`config.mk`:
```
export PLATFORM = sky130hd
export DESIGN_NAME = mem_port_arbiter_flat
export DESIGN_NICKNAME = d
export VERILOG_FILES = /design/src/rtl/mem_port_arbiter_if.sv /design/src/rtl/mem_port_arbiter.sv /design/src/flat_wrapper.sv
export SDC_FILE = /design/constraint.sdc
export NUM_CORES = 1
export LEC_CHECK = 0
export ABC_AREA = 0
export CORE_AREA = 4 4 114 116
export DETAILED_ROUTE_END_ITERATION = 16
export DIE_AREA = 0 0 118 120
export DONT_BUFFER_PORTS = 1
export SKIP_LAST_GASP = 1
export SLEW_MARGIN = 20
export SYNTH_ARGS = -nofsm -noshare
export SYNTH_HDL_FRONTEND = slang
export SYNTH_SLANG_ARGS = --single-unit
```
`constraint.sdc`:
```
create_clock -name clk -period 1.3 [get_ports clk]
set_input_delay 0.195 -clock clk [delete_from_list [all_inputs] [get_ports clk]]
set_output_delay 0.195 -clock clk [all_outputs]
set_load 0.1 [all_outputs]
```
`src/rtl/mem_port_arbiter_if.sv`:
```
// Bus bundle between the two masters, the arbiter and the on-chip memory.
// The m1_lock signal exists only when MEM_ARB_LOCK_EN is defined.
interface mem_port_arbiter_if #(
  parameter int AW = 32,
  parameter int DW = 32
);
  logic          m0_req;
  logic [AW-1:0] m0_addr;
  logic          m0_gnt;
  logic          m0_rvalid;
  logic [DW-1:0] m0_rdata;

  logic          m1_req;
  logic          m1_we;
  logic [AW-1:0] m1_addr;
  logic [DW-1:0] m1_wdata;
  logic          m1_gnt;
  logic          m1_rvalid;
  logic [DW-1:0] m1_rdata;
`ifdef MEM_ARB_LOCK_EN
  logic          m1_lock;
`endif

  logic          mem_wen;
  logic [AW-1:0] mem_w_addr;
  logic [DW-1:0] mem_w_data;
  logic          mem_ren;
  logic [AW-1:0] mem_r_addr;
  logic [DW-1:0] mem_r_data;

  // Environment side: both requesting masters plus the memory itself.
  modport master (
`ifdef MEM_ARB_LOCK_EN
    output m1_lock,
`endif
    output m0_req, m0_addr,
    input  m0_gnt, m0_rvalid, m0_rdata,
    output m1_req, m1_we, m1_addr, m1_wdata,
    input  m1_gnt, m1_rvalid, m1_rdata,
    input  mem_wen, mem_w_addr, mem_w_data, mem_ren, mem_r_addr,
    output mem_r_data
  );

  modport slave (
`ifdef MEM_ARB_LOCK_EN
    input  m1_lock,
`endif
    input  m0_req, m0_addr,
    output m0_gnt, m0_rvalid, m0_rdata,
    input  m1_req, m1_we, m1_addr, m1_wdata,
    output m1_gnt, m1_rvalid, m1_rdata,
    output mem_wen, mem_w_addr, mem_w_data, mem_ren, mem_r_addr,
    input  mem_r_data
  );
endinterface

```
`src/rtl/mem_port_arbiter.sv`:
```
// Round-robin two-master arbiter for the single-port-per-direction on-chip memory.
// Optional MEM_ARB_LOCK_EN adds m1_lock so that master 1 can hold the memory for atomic RMW.
module mem_port_arbiter #(
  parameter int AW = 32,
  parameter int DW = 32
) (
  input  logic                clk,
  input  logic                rstn,
  mem_port_arbiter_if.slave   bus
);

  typedef enum logic [1:0] {
    NONE = 2'd0,
    OWN0 = 2'd1,
    OWN1 = 2'd2
  } owner_e;

  owner_e        state_q, state_d;
  logic          last_q;          // index of the most recently granted master
  logic          lock_q;
  logic          gnt0, gnt1;
  logic          wen, ren;
  logic [AW-1:0] w_addr, r_addr;
  logic [DW-1:0] w_data;
  logic          rvalid0, rvalid1;
  logic [DW-1:0] rdata0, rdata1;

  // Reset is folded into the grant so that no memory access is issued while rstn is low.
  always_comb begin
    // NOTE: every always_comb output gets a default first, so no path can infer a latch.
    gnt0 = 1'b0;
    gnt1 = 1'b0;
    if (rstn) begin
      if (bus.m1_req && (lock_q || !bus.m0_req || !last_q)) gnt1 = 1'b1;
      else if (bus.m0_req)                                   gnt0 = 1'b1;
    end
  end

  always_ff @(posedge clk or negedge rstn) begin
    // NOTE: sequential state uses non-blocking assignments so every flop samples pre-edge values.
    if (!rstn)              last_q <= 1'b1;
    else if (gnt0 || gnt1)  last_q <= gnt1;
  end

`ifdef MEM_ARB_LOCK_EN
  // The lock survives only while m1 keeps being granted with m1_lock set.
  always_ff @(posedge clk or negedge rstn) begin
    if (!rstn) lock_q <= 1'b0;
    else       lock_q <= gnt1 && bus.m1_lock;
  end
`else
  assign lock_q = 1'b0;
`endif

  always_comb begin
    wen    = 1'b0;
    ren    = 1'b0;
    w_addr = '0;
    w_data = '0;
    r_addr = '0;
    if (gnt0) begin
      ren    = 1'b1;
      r_addr = bus.m0_addr;
    end else if (gnt1) begin
      if (bus.m1_we) begin
        wen    = 1'b1;
        w_addr = bus.m1_addr;
        w_data = bus.m1_wdata;
      end else begin
        ren    = 1'b1;
        r_addr = bus.m1_addr;
      end
    end
  end

  // Read-owner FSM: remembers who gets the memory's registered read data next cycle.
  always_ff @(posedge clk or negedge rstn) begin
    if (!rstn) state_q <= NONE;
    else       state_q <= state_d;
  end

  always_comb begin
    state_d = NONE;
    if (gnt0)                     state_d = OWN0;
    else if (gnt1 && !bus.m1_we)  state_d = OWN1;
  end

  always_comb begin
    rvalid0 = 1'b0;
    rvalid1 = 1'b0;
    rdata0  = '0;
    rdata1  = '0;
    case (state_q)
      OWN0: begin
        rvalid0 = 1'b1;
        rdata0  = bus.mem_r_data;
      end
      OWN1: begin
        rvalid1 = 1'b1;
        rdata1  = bus.mem_r_data;
      end
      default: ;
    endcase
  end

  assign bus.m0_gnt     = gnt0;
  assign bus.m1_gnt     = gnt1;
  assign bus.mem_wen    = wen;
  assign bus.mem_w_addr = w_addr;
  assign bus.mem_w_data = w_data;
  assign bus.mem_ren    = ren;
  assign bus.mem_r_addr = r_addr;
  assign bus.m0_rvalid  = rvalid0;
  assign bus.m0_rdata   = rdata0;
  assign bus.m1_rvalid  = rvalid1;
  assign bus.m1_rdata   = rdata1;

endmodule
```
`src/flat_wrapper.sv`:
```
// flat-port wrapper written by rule: the top's interface ports become plain ports
module mem_port_arbiter_flat 
#(
  parameter int AW = 32,
  parameter int DW = 32
)
  (clk, rstn, bus_m0_req, bus_m0_addr, bus_m0_gnt, bus_m0_rvalid, bus_m0_rdata, bus_m1_req, bus_m1_we, bus_m1_addr, bus_m1_wdata, bus_m1_gnt, bus_m1_rvalid, bus_m1_rdata, bus_mem_wen, bus_mem_w_addr, bus_mem_w_data, bus_mem_ren, bus_mem_r_addr, bus_mem_r_data);
  mem_port_arbiter_if #(.AW(AW), .DW(DW)) bus_i ();
  input  logic clk;
  input  logic rstn;
  input wire logic [$bits(bus_i.m0_req)-1:0] bus_m0_req;
  input wire logic [$bits(bus_i.m0_addr)-1:0] bus_m0_addr;
  output wire logic [$bits(bus_i.m0_gnt)-1:0] bus_m0_gnt;
  output wire logic [$bits(bus_i.m0_rvalid)-1:0] bus_m0_rvalid;
  output wire logic [$bits(bus_i.m0_rdata)-1:0] bus_m0_rdata;
  input wire logic [$bits(bus_i.m1_req)-1:0] bus_m1_req;
  input wire logic [$bits(bus_i.m1_we)-1:0] bus_m1_we;
  input wire logic [$bits(bus_i.m1_addr)-1:0] bus_m1_addr;
  input wire logic [$bits(bus_i.m1_wdata)-1:0] bus_m1_wdata;
  output wire logic [$bits(bus_i.m1_gnt)-1:0] bus_m1_gnt;
  output wire logic [$bits(bus_i.m1_rvalid)-1:0] bus_m1_rvalid;
  output wire logic [$bits(bus_i.m1_rdata)-1:0] bus_m1_rdata;
  output wire logic [$bits(bus_i.mem_wen)-1:0] bus_mem_wen;
  output wire logic [$bits(bus_i.mem_w_addr)-1:0] bus_mem_w_addr;
  output wire logic [$bits(bus_i.mem_w_data)-1:0] bus_mem_w_data;
  output wire logic [$bits(bus_i.mem_ren)-1:0] bus_mem_ren;
  output wire logic [$bits(bus_i.mem_r_addr)-1:0] bus_mem_r_addr;
  input wire logic [$bits(bus_i.mem_r_data)-1:0] bus_mem_r_data;
  assign bus_i.m0_req = bus_m0_req;
  assign bus_i.m0_addr = bus_m0_addr;
  assign bus_m0_gnt = bus_i.m0_gnt;
  assign bus_m0_rvalid = bus_i.m0_rvalid;
  assign bus_m0_rdata = bus_i.m0_rdata;
  assign bus_i.m1_req = bus_m1_req;
  assign bus_i.m1_we = bus_m1_we;
  assign bus_i.m1_addr = bus_m1_addr;
  assign bus_i.m1_wdata = bus_m1_wdata;
  assign bus_m1_gnt = bus_i.m1_gnt;
  assign bus_m1_rvalid = bus_i.m1_rvalid;
  assign bus_m1_rdata = bus_i.m1_rdata;
  assign bus_mem_wen = bus_i.mem_wen;
  assign bus_mem_w_addr = bus_i.mem_w_addr;
  assign bus_mem_w_data = bus_i.mem_w_data;
  assign bus_mem_ren = bus_i.mem_ren;
  assign bus_mem_r_addr = bus_i.mem_r_addr;
  assign bus_i.mem_r_data = bus_mem_r_data;
  mem_port_arbiter #(.AW(AW), .DW(DW)) u_core (.clk(clk), .rstn(rstn), .bus(bus_i));
endmodule
```
==> results of run 1 <==
-- state kept, by name, summed over array words and instances, names as in the netlist --
signal	count
u_core.state_q	2
u_core.last_q	1
-- cell usage after synthesis --
| library cell | n |
|---|---|
| a21oi_1 | 1 |
| clkbuf_1 | 6 |
| buf_2 | 1 |
| dfstp_2 | 1 |
| and2_1 | 128 |
| nor2b_1 | 2 |
| a211oi_4 | 1 |
| a21oi_4 | 1 |
| dfrtp_1 | 2 |
| buf_4 | 4 |
| a22o_1 | 32 |
| nand2_2 | 1 |
| a211oi_2 | 1 |
| or2_2 | 1 |
| o21ai_0 | 1 |
| nand2_1 | 2 |
| buf_6 | 8 |
| inv_1 | 2 |
-- area by class of cell --
class / count / area (um^2) / area share
Sequential cell: 3 / 76.3 / 0.0171
Inverter: 2 / 7.51 / 0.00168
Timing Repair Buffer: 126 / 2320 / 0.520
Multi-Input combinational cell: 171 / 1790 / 0.402
Tap cell: 147 / 184 / 0.0413
Clock buffer: 4 / 78.8 / 0.0177
-- metrics by stage --
stage	setup TNS, ps	util	total power [uW]
after floorplan	-22560	-	2130
after global placement	-23380	0.320	2610
after detailed placement	-27320	0.320	2640
after CTS	-75300	0.357	3340
after global routing	-85200	0.374	3470
final	-76170	0.374	3380
-- power groups by stage --
| stage | combinational [uW] | clock [uW] | sequential [uW] |
|---|---|---|---|
| 2_1_floorplan | 2010 | 0 | 126 |
| 3_3_place_gp | 2480 | 0 | 130 |
| 3_5_place_dp | 2510 | 0 | 133 |
| 4_1_cts | 2720 | 497 | 121 |
| 5_1_grt | 2830 | 517 | 123 |
| 6_report | 2770 | 489 | 121 |
-- worst max-delay path, delay by kind of cell (launching register included) --
family	cells	cell delay (ps)
AO/OA/AOI/OAI	2	510
flip-flops	1	570
buffers and inverters	3	370
-- worst min path at each step --
stage | startpoint | to | slack (ps)
after floorplan | rstn | u_core.state_q[0]$_DFF_PN0_ | -100
after global placement | rstn | u_core.state_q[0]$_DFF_PN0_ | -100
after detailed placement | rstn | u_core.state_q[1]$_DFF_PN0_ | -100
after CTS | bus_m1_req | u_core.last_q$_DFFE_PN1P_ | 220
after global routing | bus_m1_req | u_core.last_q$_DFFE_PN1P_ | 250
final | bus_m1_req | u_core.last_q$_DFFE_PN1P_ | 220
-- per-layer routing --
| metal | vias to the layer above | part of all wire |
|---|---|---|
| met2 | 183 | 0.56 |
| met4 | 0 | 0.016 |
| met1 | 885 | 0.29 |
| met5 | - | 0 |
| met3 | 8 | 0.14 |
| li1 | 864 | - |
-- cell families (layout without fill, tap and decap cells) --
logic type             after synthesis  in the layout  synth area share
buffers and inverters               21            132             0.111
flip-flops                           3              3            0.0544
AND/OR/NAND/NOR                    134            134             0.594
AO/OA/AOI/OAI                       37             37             0.242
-- repair_timing --
| item | in CTS | in global routing |
|---|---|---|
| endpoints found under the hold margin | 3 | 0 |
| cloned | 5 | 6 |
| setup buffers | 13 | 13 |
| pin swaps | 42 | 31 |
| hold buffers | 1 | 0 |
| setup endpoints to repair | 166 | 166 |
| gates resized for setup | 24 | 14 |
==> summary.txt, run 1 <==
Power
  – Net Switching: ~2000 uW
  – Sw frac: 0.582
  – Power Internal: 1410 uW
  – Clock share of power: 0.145
  – Power share of the combinational group: 0.819
  – Seq pwr share: 0.036
  – PD cells: 759 nW/um^2
  – Cell leakage power: between 0.0015 and 0.002 uW
  – VDD IR-drop max: around 0.50 mV

Floorplanning
  – Core area: 11,900 um^2
  – Standard-cell rows: 40
  – Die height: roughly 120 um
  – Initial Utilization: 0.118
  – IO Pins: ~300
  – Die area: about 14,000 um^2
  – Die width: 118 um

Clock tree
  – Root Buffer: clkbuf_16
  – Clk slew on worst S/H paths: roughly 30 ps
  – Latest clock arrival within the worst-skew pair: 220 ps
  – Clock sink total: 3
  – CTS Buf Count: 3
  – Max H-tree Level: 1
  – CTS tree: yes
  – Clock Path Buffers: 2

GRT
  – Largest net degree at the start of global routing: 22
  – Met3 GRT Util: 0.0726
  – Overflow after GRT: 0
  – First-pass GRT wire length: between 10,000 and 15,000 um
  – Initial antenna violation count: 0
  – Busiest layer in global routing: met2
  – GRT Util Overall: 0.128
  – Vias in the first global route: 2,128
  – Grt met1 use: 0.111
  – Met2 Use GR: 0.252

Critical path
  – Crit path required time: ~1100 ps
  – Reg2reg end: u_core.state_q[1]$_DFF_PN0_
  – R2R Path Start: u_core.last_q$_DFFE_PN1P_
  – Crit path kind: reg2out
  – Setup crit end: bus_mem_r_addr[24]
  – Reg-to-reg slack, setup: 150 ps
  – Worst Setup SP: u_core.last_q$_DFFE_PN1P_
  – Reg2reg path depth: 4
  – CP max FO: 7
  – Worst path max stage delay: roughly 570 ps
  – Worst path arrival time: 1660 ps
  – Worst setup SP type: flip-flop
  – Crit. End Element: output port
  – Slowest cell on the critical path: dfstp_2
  – CP Cell Sequence: inv_2, a21oi_4, buf_12, clkbuf_16, a22o_4

Placed design
  – Placed cell area: roughly 3800 um^2
  – Detailed Place HPWL: 8600 um
  – DP Cell Count: 418
  – I/O Buffers: 0
  – Gp weighted congestion: between 0.7 and 0.8
  – Place WS: -416 ps

Cells and area
  – Final #Nets: 440
  – Share of post-route cells with drive strength above 1: 0.974
  – Most common cell after layout, fill and taps aside: and2_4
  – Area delta synth->final: 218%
  – Final non-filler cell total: about 450
  – Commonest cells after routing, fill and taps aside: and2_4, buf_12, a22o_4
  – Number of diodes: 0
  – Fill cell count: ~1,100
  – Finished Cell Area: ~4500 um^2

Drt
  – Drt pass-1 iters: 3
  – Total number of vias: a little under 2,000
  – Initial DRC count: 29
  – DRT Wirelength: between 10,000 and 15,000 um
  – DRC viols: 0
  – Final ANT Viol Nets: 0
  – Routed vias/inst: 4.28
  – Drt wl/cell: roughly 23 um

STA
  – Final hold vios: 0
  – Fin Clk Skew: between 4 and 5 ps
  – Final worst setup slack: -559 ps
  – Worst hold slack: between 200 and 250 ps
  – Final Max Slew Viols: 0
  – Slew @ Worst Pin: a little over 300 ps
  – Relative slew slack: 0.798
  – Tcrit/Tclk final: 1.43
  – Final setup violation count: approximately 170
  – Fmax: roughly 0.54 GHz
  – Min Tclk post-route: about 1900 ps
  – RSZ-0062 raised after global routing: true

Logic synthesis
  – Seq/Total Area, Yosys: 0.0544
  – Post-synth top area share: 0.570
  – Yosys warning count: 0
  – Syn_area_per_cell: 7.20 um^2
  – Synth unique cells: 18
  – Largest area contributor in the netlist: and2_1
  – Synthesized instance count: 195
  – Synthesized area: ~1400 um^2
  – Post-Syn Nets: between 300 and 400
  – Post-synthesis sequential element count: 3
  – Top cells by area, synth: and2_1, a22o_1, buf_6

Worst hold path
  – Worst hold path class: in2reg
  – Cells on Worst Hold Path: 2

Run status
  – Status: finished with violations
  – Violated checks: negative setup slack

Run
  – # Max-Cap Violations: 0
(Power assumes the default switching activity.)
==> run 2: changes to the inputs <==
--- a/config.mk
+++ b/config.mk
@@ -5,7 +5,7 @@
 export SDC_FILE = /design/constraint.sdc
 export NUM_CORES = 1
 export LEC_CHECK = 0
-export ABC_AREA = 0
+export ABC_AREA = 1
 export CORE_AREA = 4 4 114 116
 export DETAILED_ROUTE_END_ITERATION = 16
 export DIE_AREA = 0 0 118 120
==> run 2 against run 1 <==
The run still ends with negative setup slack left. Sequential power decreased by 8%. Highest routed layer unchanged. Power increased by 16%. Largest power group unchanged. Core utilization increased by 25 points. Non-clock buffer count increased by 92. Area after synthesis increased by 34%. Setup slack improved by 120 ps. Synthesized cell count increased by 110%. Clock power increased by 1%. Fmax increased by 6.8%. Global-route usage increased by 6.2 points.
==> summary.txt, run 2 <==
Cells and area
  – Final non-filler cell total: 743 (+64%)
  – Area delta synth->final: 296%
  – Share of post-route cells with drive strength above 1: 0.678 (-0.296)
  – Area of the multi-input gates: 2720 um^2 (+52%)
  – Number of diodes: 0 (unchanged)
  – Sequential cell area: 76.3 um^2 (unchanged)
  – Fill cell count: 831 (-28%)
  – Number of flip-flops in the largest register: 2 (unchanged)
  – Largest regs: u_core.state_q (2), u_core.last_q (1)
  – Commonest cells after routing, fill and taps aside: buf_12, nor2_4, inv_1
  – Most common cell after layout, fill and taps aside: buf_12
  – Reg with most FFs: u_core.state_q
  – Finished Cell Area: 7470 um^2 (+68%)
  – Final #Nets: 730 (+66%)

Floorplanning
  – Core area: 11,900 um^2 (unchanged)
  – Die width: 118 um (unchanged)
  – Die area: 14,200 um^2 (unchanged)
  – Die height: 120 um (unchanged)
  – Standard-cell rows: 40 (unchanged)
  – Initial Utilization: 0.158 (+0.0404)
  – IO Pins: 299 (unchanged)

Placed design
  – Gp weighted congestion: 0.907 (+14%)
  – Placed cell area: 7030 um^2 (+84%)
  – DP Cell Count: 724 (+73%)
  – Detailed Place HPWL: 11,700 um (+36%)
  – I/O Buffers: 0 (unchanged)

Run
  – # Max-Cap Violations: 0 (unchanged)

Power
  – VDD IR-drop max: 0.406 mV (-19%)
  – Cell leakage power: 0.00303 uW (+54%)
  – Design Power: 3930 uW (+16%)
  – PD cells: 526 nW/um^2 (-31%)

GRT
  – First-pass GRT wire length: 22,100 um (+55%)
  – Vias in the first global route: 3,916 (+84%)
  – Largest net degree at the start of global routing: 68 (+210%)
  – Initial antenna violation count: 0 (unchanged)
  – Overflow after GRT: 0 (unchanged)
  – GRT Util Overall: 0.191 (+0.0625)

Logic synthesis
  – Post-synth top area share: 0.243 (-0.328)
  – Seq/Total Area, Yosys: 0.0405 (-0.0139)
  – Post-synthesis sequential element count: 3 (unchanged)
  – Synth unique cells: 19 (+1)
  – Post-Syn Nets: 548 (+67%)
  – Synthesized area: 1890 um^2 (+34%)
  – Async SR Flop Fraction: 1.00 (unchanged)
  – Synthesized instance count: 415 (+110%)
  – Post-synth top cells: nor2_1, inv_1, nand2_1
  – Top-count cell post-synth: nor2_1
  – Top cells by area, synth: nor2_1, inv_1, nand2_1
  – Ys flop type: dfrtp_1
  – Syn_area_per_cell: 4.54 um^2 (-37%)
  – Largest area contributor in the netlist: nor2_1
  – Yosys warning count: 0 (unchanged)
  – Post-synth EDFFs: 0 (unchanged)

Critical path
  – Crit. End Element: output port
  – Crit path kind: reg2out
  – CP Cell Sequence: or2_4, buf_4, buf_8, nor2_4, buf_12
  – Worst path arrival time: 1550 ps (-110 ps)
  – Worst setup SP type: flip-flop
  – Worst path max stage delay: 380 ps (-190 ps)
  – CP max FO: 6 (-1)
  – Crit path required time: 1110 ps (about the same)
  – Slowest cell on the critical path: dfrtp_1

Run status
  – Violated checks: negative setup slack
  – Status: finished with violations

STA
  – Tcrit/Tclk final: 1.34 (-0.0910)
  – Final Max Slew Viols: 0 (unchanged)
  – Fmax: 0.574 GHz (+6.8%)
  – Final hold vios: 0 (unchanged)
  – Final setup violation count: 166 (unchanged)
  – Relative slew slack: 0.828 (+0.0300)
  – Min Tclk post-route: 1740 ps (-118 ps)
  – Worst hold slack: 75.9 ps (-141 ps)
  – Slew @ Worst Pin: 258 ps (-47.3 ps)
  – RSZ-0062 raised after global routing: true
  – Fin Clk Skew: 4.52 ps (+0.500 ps)
  – Final worst setup slack: -441 ps (+118 ps)
  – Setup TNS: -54,940 ps (+21,240 ps)

Clock tree
  – Clock Path Buffers: 2 (unchanged)
  – CTS tree: yes
  – Root Buffer: clkbuf_16
  – Clock sink total: 3 (unchanged)
  – Latest clock arrival within the worst-skew pair: 230 ps (about the same)
  – Max H-tree Level: 1 (unchanged)
  – Clk slew on worst S/H paths: 30 ps (about the same)
  – CTS Buf Count: 3 (unchanged)

Drt
  – Initial DRC count: 198 (+580%)
  – Total number of vias: 3,541 (+83%)
  – Drt wl/cell: 18.9 um (-19%)
  – Final ANT Viol Nets: 0 (unchanged)
  – Routed vias/inst: 4.77 (+11%)
  – DRC viols: 0 (unchanged)
  – DRT Wirelength: 14,000 um (+32%)
  – Drt pass-1 iters: 7 (+4)

Worst hold path
  – Worst hold path class: in2reg
-- run 2: cell count changes in the layout (fill, tap and decap cells not counted), moves of 30 or more --
cell and change:
and2_4 -128, buf_12 +97, nor2_4 +97, inv_1 +63, nand2_4 +34, nand2_1 +33, nor2_1 +33, nand4_1 +32
nor3_4 +32, a22o_4 -30
-- run 2: metal layers --
layer  global-route usage  vias up  share of wire
li1                     -     1639              -
met1                0.201     1620           0.33
met2                0.365      254           0.55
met3               0.0598       28          0.092
met4               0.0498        0          0.026
met5                    0        -              0
-- run 2: what timing repair did --
| item | in CTS | in global routing |
|---|---|---|
| setup endpoints to repair | 167 | 167 |
| gates cloned | 5 | 2 |
| pin swaps | 5 | 7 |
| gates resized for setup | 29 | 21 |
| buffers inserted | 6 | 7 |
| hold endpoints to repair | 3 | 0 |
| hold buffers | 1 | 0 |
-- run 2: metrics by stage --
| stage | util | setup slack [ps] |
|---|---|---|
| final | 0.627 | -441 |
| after global routing | 0.627 | -498 |
| after CTS | 0.622 | -434 |
| after detailed placement | 0.590 | -237 |
| after global placement | 0.590 | -200 |
| after floorplan | - | -427 |
-- run 2: layout make-up --
type / instances / area share
inverters: 71 / 0.0378
well taps: 147 / 0.0246
clock buffers: 4 / 0.0105
multi-input cells: 300 / 0.364
flip-flops and latches: 3 / 0.0102
repair buffers: 218 / 0.553
-- run 2: power by group --
| group | internal (uW) | switching (uW) | leakage [uW] |
|---|---|---|---|
| sequential | 105 | 6.18 | 0.0000374 |
| clock | 405 | 89.8 | 0.0000382 |
| combinational | 1140 | 2180 | 0.00296 |
-- run 2: logic make-up after synthesis --
kind of cell           share of synthesized area
AOI/OAI and AO/OA                        0.00265
buffers and inverters                      0.260
DFF                                       0.0405
and+or+nand+nor                            0.697
-- run 2: worst paths after layout --
kind,cells past startpoint,slack (ps),start,end
hold / removal,1,80,bus_m1_we,u_core.state_q[1]$_DFF_PN0_
setup / recovery,5,-440,u_core.state_q[1]$_DFF_PN0_,bus_m0_rdata[7]
setup reg to reg,6,10,u_core.last_q$_DFFE_PN1P_,u_core.state_q[0]$_DFF_PN0_
min in group asynchronous,1,280,rstn,u_core.state_q[1]$_DFF_PN0_
hold reg to reg,2,510,u_core.last_q$_DFFE_PN1P_,u_core.last_q$_DFFE_PN1P_
max in group asynchronous,1,760,rstn,u_core.last_q$_DFFE_PN1P_
-- run 2: critical path: cells and delay by family, from the launching register on --
family	cells	cell delay, ps
buffers and inverters	3	470
flip-flops	1	380
AND/OR/NAND/NOR	2	460
